[src/rtl/alu_op_sequencer.sv]
// alu_op_sequencer: issue-side front end for the 16-bit ALU.
// Buffers (op, A, B) requests in an in-order FIFO, drives the combinational
// ALU from the FIFO head, and registers the ALU result with zero/negative
// flags on a valid/ready response port.
module alu_op_sequencer #(
    parameter int unsigned W     = 16,
    parameter int unsigned DEPTH = 4      // power of two, >= 2
) (
    input  logic         clk,
    input  logic         rst,

    // request port
    input  logic         req_valid,
    output logic         req_ready,
    input  logic [1:0]   req_op,
    input  logic [W-1:0] req_a,
    input  logic [W-1:0] req_b,

    // ALU drive / result
    output logic [1:0]   alu_op,
    output logic [W-1:0] alu_src_a,
    output logic [W-1:0] alu_src_b,
    input  logic [W-1:0] alu_result,

    // response port
    output logic         rsp_valid,
    input  logic         rsp_ready,
    output logic [W-1:0] rsp_result,
    output logic [1:0]   rsp_op,
    output logic         rsp_zero,
    output logic         rsp_neg
);

    // Pointers wrap naturally at DEPTH because DEPTH is a power of two.
    localparam int unsigned AW = (DEPTH > 1) ? $clog2(DEPTH) : 1;
    localparam int unsigned CW = AW + 1;

    typedef struct packed {
        logic [1:0]   op;
        logic [W-1:0] a;
        logic [W-1:0] b;
    } req_t;

    req_t            mem_q [DEPTH];

    logic [AW-1:0]   wr_ptr_q, wr_ptr_d;
    logic [AW-1:0]   rd_ptr_q, rd_ptr_d;
    logic [CW-1:0]   count_q,  count_d;

    logic            rsp_valid_q,  rsp_valid_d;
    logic [W-1:0]    rsp_result_q, rsp_result_d;
    logic [1:0]      rsp_op_q,     rsp_op_d;
    logic            rsp_zero_q,   rsp_zero_d;
    logic            rsp_neg_q,    rsp_neg_d;

    logic            fifo_empty;
    logic            push;
    logic            issue;
    req_t            head;

    // Handshake qualifiers; req_ready comes from registered count only.
    assign fifo_empty = (count_q == '0);
    assign req_ready  = (count_q < CW'(DEPTH));
    assign push       = req_valid && req_ready;
    assign issue      = !fifo_empty && (!rsp_valid_q || rsp_ready);
    assign head       = mem_q[rd_ptr_q];

    // ALU drive from the FIFO head; forced to zero while the FIFO is empty.
    always_comb begin
        alu_op    = 2'b00;
        alu_src_a = '0;
        alu_src_b = '0;
        if (!fifo_empty) begin
            alu_op    = head.op;
            alu_src_a = head.a;
            alu_src_b = head.b;
        end
    end

    // Next-state for pointers, occupancy and the response register.
    always_comb begin
        wr_ptr_d     = wr_ptr_q;
        rd_ptr_d     = rd_ptr_q;
        count_d      = count_q;
        rsp_valid_d  = rsp_valid_q;
        rsp_result_d = rsp_result_q;
        rsp_op_d     = rsp_op_q;
        rsp_zero_d   = rsp_zero_q;
        rsp_neg_d    = rsp_neg_q;

        if (push) begin
            wr_ptr_d = wr_ptr_q + AW'(1);
        end

        if (issue) begin
            rd_ptr_d     = rd_ptr_q + AW'(1);
            rsp_valid_d  = 1'b1;
            rsp_result_d = alu_result;
            rsp_op_d     = head.op;
            rsp_zero_d   = (alu_result == '0);
            rsp_neg_d    = alu_result[W-1];
        end else if (rsp_valid_q && rsp_ready) begin
            rsp_valid_d  = 1'b0;
        end

        case ({push, issue})
            2'b10:   count_d = count_q + CW'(1);
            2'b01:   count_d = count_q - CW'(1);
            default: count_d = count_q;
        endcase
    end

    // Control and response state; cleared asynchronously.
    always_ff @(posedge clk or posedge rst) begin
        if (rst) begin
            wr_ptr_q     <= '0;
            rd_ptr_q     <= '0;
            count_q      <= '0;
            rsp_valid_q  <= 1'b0;
            rsp_result_q <= '0;
            rsp_op_q     <= 2'b00;
            rsp_zero_q   <= 1'b0;
            rsp_neg_q    <= 1'b0;
        end else begin
            wr_ptr_q     <= wr_ptr_d;
            rd_ptr_q     <= rd_ptr_d;
            count_q      <= count_d;
            rsp_valid_q  <= rsp_valid_d;
            rsp_result_q <= rsp_result_d;
            rsp_op_q     <= rsp_op_d;
            rsp_zero_q   <= rsp_zero_d;
            rsp_neg_q    <= rsp_neg_d;
        end
    end

    // FIFO storage; contents are don't-care until written, so no reset.
    always_ff @(posedge clk) begin
        if (push) begin
            mem_q[wr_ptr_q] <= req_t'{op: req_op, a: req_a, b: req_b};
        end
    end

    assign rsp_valid  = rsp_valid_q;
    assign rsp_result = rsp_result_q;
    assign rsp_op     = rsp_op_q;
    assign rsp_zero   = rsp_zero_q;
    assign rsp_neg    = rsp_neg_q;

endmodule
[config.mk]
export PLATFORM = sky130hd
export DESIGN_NAME = alu_op_sequencer
export DESIGN_NICKNAME = d
export VERILOG_FILES = /design/src/rtl/alu_op_sequencer.sv
export SDC_FILE = /design/constraint.sdc
export NUM_CORES = 1
export LEC_CHECK = 0
export CAP_MARGIN = 15
export CORE_ASPECT_RATIO = 1.4
export CORE_MARGIN = 5
export CORE_UTILIZATION = 40
export CTS_CLUSTER_SIZE = 12
export DETAILED_ROUTE_END_ITERATION = 8
export HOLD_SLACK_MARGIN = 0.03
export PLACE_DENSITY = 0.61
export SLEW_MARGIN = 20
export SYNTH_ARGS = -nofsm -noshare
export SYNTH_HDL_FRONTEND = slang
export SYNTH_SLANG_ARGS = --single-unit
[constraint.sdc]
create_clock -name clk -period 3.6 [get_ports clk]
set_input_delay 0.36 -clock clk [delete_from_list [all_inputs] [get_ports clk]]
set_output_delay 0.36 -clock clk [all_outputs]
set_load 0.005 [all_outputs]
==> results.txt, run 1 <==
WP data required: 3.24 ns
vias per inst: 5.043
# setup viols final: 0
DR vias: 3202
layout cells sized above 1: 20.50%
Nets: 487
DRT iter0 DRCs: 139
Die ar.: 18740 sq um
Post-Syn Nets: 365
die outline width: 117.1 microns
worst rel slew slack: 34.15%
root buffer cell: clkbuf_16
CTS tree: built
final instance area: 8263 sq um
cell count after synthesis: 305
average size of a mapped cell: 21.07 sq um
most common cell after layout, fill and taps aside: edfxtp_1
number of H-tree levels: 4
Area Growth Syn to Fin: 28.56%
chip height: 160.0 microns
synth unique cells: 27
1st-pass router iterations: 4
post-CTS setup buffers: 0
DPL Wire Length: 8.175 mm
Post-DRT Antenna Nets: 0
initial core utilization: 41.00%
Yosys reg bits: 163
max-slew violations: 0
Inserted Diodes: 0
Max VDD drop: 0.0003759 V
Least-Margin Pin Slew: 0.9878 ns
CTS clock-pin slew for the worst setup and hold paths: 0.06 ns
fill count: 1261
row count: 54
WP data arrival: 2.71 ns
GRT Util Overall: 14.08%
Yosys warning count: 0
Setup crit start kind: register
Post-CTS Hold Fix Bufs: 0
Cell Area, Placed: 7729 sq um
Resized Gates After CTS: 0
endpoints failing hold: 0
CP startpoint: rd_ptr_q[0]$_DFFE_PP0P_
R2R Setup Slk: 1.46 ns
Syn Std Cell Area: 6427 sq um
insertion delay of the later-clocked pin in the worst-skew pair: 0.42 ns
PD cells: 794.5 nW/um^2
Placed Cells incl. Taps: 604
Residual DRC: 0
WL/cell: 19.60 microns
reg2reg path depth: 6
first-pass GRT wire length: 19.48 mm
largest net degree at the start of global routing: 36
period utilization: 85.28%
final non-filler cell total: 635
vias in the first global route: 3541
FF-to-FF Start: count_q[0]$_DFFE_PP0P_
status: complete, no violations
WS Path Type: register to output port
most frequent cells in the layout: edfxtp_1 (136), clkdlybuf4s50_1 (109), mux4_2 (34)
CTS buffer count: 17
drt total wl: 12.44 mm
I/O Buffers: 109
core area: 15680 sq um
final sum of negative setup slack: 0 ns
Min Clock Period, post-route: 3.070 ns
Max clock buf depth: 2
Clock Sinks: 163
initial antenna violation count: 0
# Max-Cap Violations: 0
total power: 6.565 mW
FMAX: 0.3257 GHz
sequential share of the synthesized area: 74.05%
Lkg Pwr: 2.881 nW
Setup crit end kind: output port
gpl congestion: 0.7400
reg2reg end: count_q[1]$_DFFE_PP0P_
remaining global-route overflow: 0
largest fanout on the critical path: 21
clk_skew: 0.004496 ns
Setup crit end: alu_src_a[5]
unrepaired setup endpoints after global routing: no
hold crit path type: primary input to async pin
I/O pins: 110
[layer usage]
| layer | global-route usage, % | wire [microns] | up-vias |
|---|---|---|---|
| met4 | 4.851 | 191 | 0 |
| met1 | 16.50 | 4943 | 1667 |
| met5 | 0 | 0 | - |
| met2 | 24.05 | 6501 | 92 |
| li1 | - | - | 1426 |
| met3 | 4.544 | 806 | 17 |
[how the worst min path moves through the flow]
| stage | from | endpoint | cells after the start |
|---|---|---|---|
| 2_1_floorplan | rst | count_q[0]$_DFFE_PP0P_ | 1 |
| 3_3_place_gp | rsp_result[0]$_DFFE_PP0P_ | rsp_result[0]$_DFFE_PP0P_ | 1 |
| 3_5_place_dp | rsp_result[14]$_DFFE_PP0P_ | rsp_result[14]$_DFFE_PP0P_ | 1 |
| 4_1_cts | rsp_result[1]$_DFFE_PP0P_ | rsp_result[1]$_DFFE_PP0P_ | 1 |
| 5_1_grt | rst | rsp_result[2]$_DFFE_PP0P_ | 2 |
| 6_report | rst | rsp_result[1]$_DFFE_PP0P_ | 2 |
[Yosys cell counts]
cell type / number / area (sq um)
nor2_1: 1 / 3.750
nor3_4: 1 / 16.27
inv_1: 9 / 33.78
nor2b_2: 1 / 8.760
nand4_1: 1 / 6.260
buf_2: 4 / 20.02
mux2_2: 1 / 11.26
and2_1: 4 / 25.02
xnor2_1: 3 / 26.28
o21ai_0: 1 / 5.000
nor4_1: 4 / 25.02
and2b_1: 4 / 30.03
nand2b_1: 1 / 6.260
fa_1: 1 / 20.02
nand2_1: 2 / 7.510
ha_1: 5 / 62.56
dfrtp_1: 27 / 675.7
mux2_4: 17 / 255.2
mux4_2: 34 / 765.7
edfxtp_1: 136 / 4084
clkbuf_1: 4 / 15.01
buf_6: 6 / 67.56
and3b_1: 1 / 8.760
xor2_1: 3 / 26.28
mux2i_1: 2 / 20.02
nor2b_1: 31 / 193.9
buf_4: 1 / 7.510
[worst max-delay path, cell delays in order (launching register included)]
cell and delay [ns]:
dfrtp_2 0.81, buf_4 0.35, mux4_2 0.52, nor2b_1 0.15
clkdlybuf4s50_1 0.45
[cell families after synthesis]
family | Yosys count | synth area share [%]
mux | 54 | 16.37
xor+xnor | 6 | 0.8177
compound gates | 1 | 0.07779
fa+ha+maj | 6 | 1.285
flops | 163 | 74.05
simple gates | 51 | 5.159
buf+inv | 24 | 2.239
[layout make-up]
cell class,instances,area (sq um),share of cell area (%)
Clock inverter,8,86.33,1.045
Tap cell,196,245.2,2.968
Multi-Input combinational cell,118,1529,18.50
Sequential cell,163,4762,57.63
Inverter,9,33.78,0.4088
Clock buffer,23,447.9,5.421
Timing Repair Buffer,118,1159,14.02
[metrics by stage]
stage,setup WS [ns],hold WS (ns),utilization (%)
floorplan,1.604,0.4127,-
global placement,0.8833,0.4896,49.31
detailed placement,0.8967,0.4965,49.31
CTS,0.4342,0.5141,52.71
global route,0.3365,0.3829,52.71
finish,0.5299,0.3278,52.71
[sequential cells by signal (all words and copies together), names as in the netlist]
name / flops
rsp_op: 2
rsp_zero: 1
count_q: 3
rsp_valid: 1
mem_q: 136
rsp_result: 16
rd_ptr_q: 2
wr_ptr_q: 2
[report_power, final]
| group | switching (mW) | internal [mW] |
|---|---|---|
| Combinational | 0.806 | 1.43 |
| Sequential | 0.269 | 2.41 |
| Clock | 0.648 | 1.00 |
| Total | 1.72 | 4.84 |
No activity file was read; power rests on OpenSTA's default activity.
==> inputs of run 2 (changes only) <==
--- a/config.mk
+++ b/config.mk
@@ -5,14 +5,16 @@
 export SDC_FILE = /design/constraint.sdc
 export NUM_CORES = 1
 export LEC_CHECK = 0
+export ABC_CLOCK_PERIOD_IN_PS = 3600
 export CAP_MARGIN = 15
 export CORE_ASPECT_RATIO = 1.4
 export CORE_MARGIN = 5
 export CORE_UTILIZATION = 40
 export CTS_CLUSTER_SIZE = 12
 export DETAILED_ROUTE_END_ITERATION = 8
+export DONT_BUFFER_PORTS = 1
 export HOLD_SLACK_MARGIN = 0.03
-export PLACE_DENSITY = 0.61
+export PLACE_DENSITY = 0.52
 export SLEW_MARGIN = 20
 export SYNTH_ARGS = -nofsm -noshare
 export SYNTH_HDL_FRONTEND = slang
==> run 2 against run 1 <==
Net effect: sequential power up 2%; clock skew up 0.0033 ns; cell count down 12%; first-iteration DRC count down 37%; global-route usage down 0.78 points; cell area down 9.1%; worst setup slack better by 0.39 ns; clock power about the same; critical path type unchanged; largest cell class unchanged.
==> results.txt, run 2 (same netlist as run 1, synthesis figures left out) <==
status: complete, no violations
largest net degree at the start of global routing: 37
Post-DRT Antenna Nets: 0
1st-pass router iterations: 6
DR vias: 2842
remaining global-route overflow: 0
Max VDD drop: 0.0003311 V
FF-to-FF Start: count_q[2]$_DFFE_PP0P_
vias per inst: 5.102
# setup viols final: 0
WP data required: 3.24 ns
Cell Area, Placed: 6605 sq um
CTS tree: built
Min Clock Period, post-route: 2.684 ns
number of H-tree levels: 4
final sum of negative setup slack: 0 ns
DPL Wire Length: 6.889 mm
CTS clock-pin slew for the worst setup and hold paths: 0.06 ns
die outline width: 117.1 microns
most common cell after layout, fill and taps aside: edfxtp_1
CTS buffer count: 17
FMAX: 0.3726 GHz
total power: 5.848 mW
final instance area: 7513 sq um
CP startpoint: rd_ptr_q[0]$_DFFE_PP0P_
Largest register FFs: 136
period utilization: 74.56%
Clock Sinks: 163
Die ar.: 18740 sq um
WP data arrival: 2.32 ns
Residual DRC: 0
vias in the first global route: 3179
Setup crit end: alu_src_b[8]
reg2reg end: mem_q[0][2]$_DFFE_PP_
Resized Gates After CTS: 0
core area: 15680 sq um
I/O Buffers: 0
Lkg Pwr: 2.586 nW
drt total wl: 11.63 mm
gpl congestion: 0.6667
reg2reg path depth: 2
# Max-Cap Violations: 0
first-pass GRT wire length: 18.04 mm
Largest Register: mem_q
fill count: 1322
Area Growth Syn to Fin: 16.90%
initial core utilization: 41.00%
I/O pins: 110
WL/cell: 20.87 microns
post-CTS setup buffers: 0
Setup crit end kind: output port
Least-Margin Pin Slew: 1.014 ns
worst rel slew slack: 32.41%
hold crit path type: primary input to register
chip height: 160.0 microns
row count: 54
clk_skew: 0.007781 ns
GRT Util Overall: 13.30%
unrepaired setup endpoints after global routing: no
max-slew violations: 0
insertion delay of the later-clocked pin in the worst-skew pair: 0.41 ns
Nets: 407
root buffer cell: clkbuf_16
Max clock buf depth: 2
DRT iter0 DRCs: 87
endpoints failing hold: 0
Setup crit start kind: register
PD cells: 778.3 nW/um^2
WS Path Type: register to output port
layout cells sized above 1: 25.83%
R2R Setup Slk: 1.41 ns
most frequent cells in the layout: edfxtp_1 (136), dlygate4sd3_1 (35), mux4_2 (34)
largest fanout on the critical path: 24
worst hold margin: 0.09236 ns
initial antenna violation count: 1
[run 2: timing repair]
action | in CTS | in global routing
endpoints found under the hold margin | 136 | 27
endpoints found under the setup margin | 0 | 0
hold buffers | 34 | 1
[run 2: layer usage]
| layer | up-vias | share of wire [%] | track usage (%) |
|---|---|---|---|
| met1 | 1465 | 39 | 15.29 |
| li1 | 1271 | - | - |
| met5 | - | 0 | 0 |
| met2 | 94 | 52 | 22.27 |
| met3 | 12 | 7.7 | 5.301 |
| met4 | 0 | 1.5 | 4.695 |
[run 2: area by class of cell]
| cell class | count | area (sq um) | share of cell area (%) |
|---|---|---|---|
| Sequential cell | 163 | 4762 | 63.38 |
| Tap cell | 196 | 245.2 | 3.264 |
| Clock inverter | 15 | 130.1 | 1.732 |
| Inverter | 9 | 33.78 | 0.4496 |
| Clock buffer | 17 | 425.4 | 5.662 |
| Multi-Input combinational cell | 118 | 1529 | 20.35 |
| Antenna cell | 1 | 2.502 | 0.03331 |
| Timing Repair Buffer | 38 | 385.4 | 5.129 |
[run 2: how the worst min path moves through the flow]
stage | cells after the start | endpoint | from
floorplan | 1 | count_q[0]$_DFFE_PP0P_ | rst
global placement | 0 | mem_q[3][21]$_DFFE_PP_ | req_a[5]
detailed placement | 0 | mem_q[3][27]$_DFFE_PP_ | req_a[11]
CTS | 1 | rsp_result[2]$_DFFE_PP0P_ | alu_result[2]
global route | 1 | rsp_result[1]$_DFFE_PP0P_ | alu_result[1]
finish | 1 | rsp_result[14]$_DFFE_PP0P_ | alu_result[14]
[run 2: critical path, stage by stage (launching register included)]
cell     delay (ns)
dfrtp_2        0.94
buf_12         0.26
mux4_2         0.53
nor2b_1        0.16
[run 2: report_power, final]
part / internal (mW) / switching, mW
Clock: 0.955 / 0.730
Combinational: 0.787 / 0.648
Sequential: 2.41 / 0.317
Total: 4.15 / 1.69
[run 2: through the flow]
step | std cells | util (%) | worst slack [ns]
2_1_floorplan | 305 | - | 1.604
3_3_place_gp | 489 | 42.14 | 1.259
3_5_place_dp | 489 | 42.14 | 1.266
4_1_cts | 555 | 47.85 | 0.8103
5_1_grt | 557 | 47.93 | 0.7281
6_report | 557 | 47.93 | 0.9160
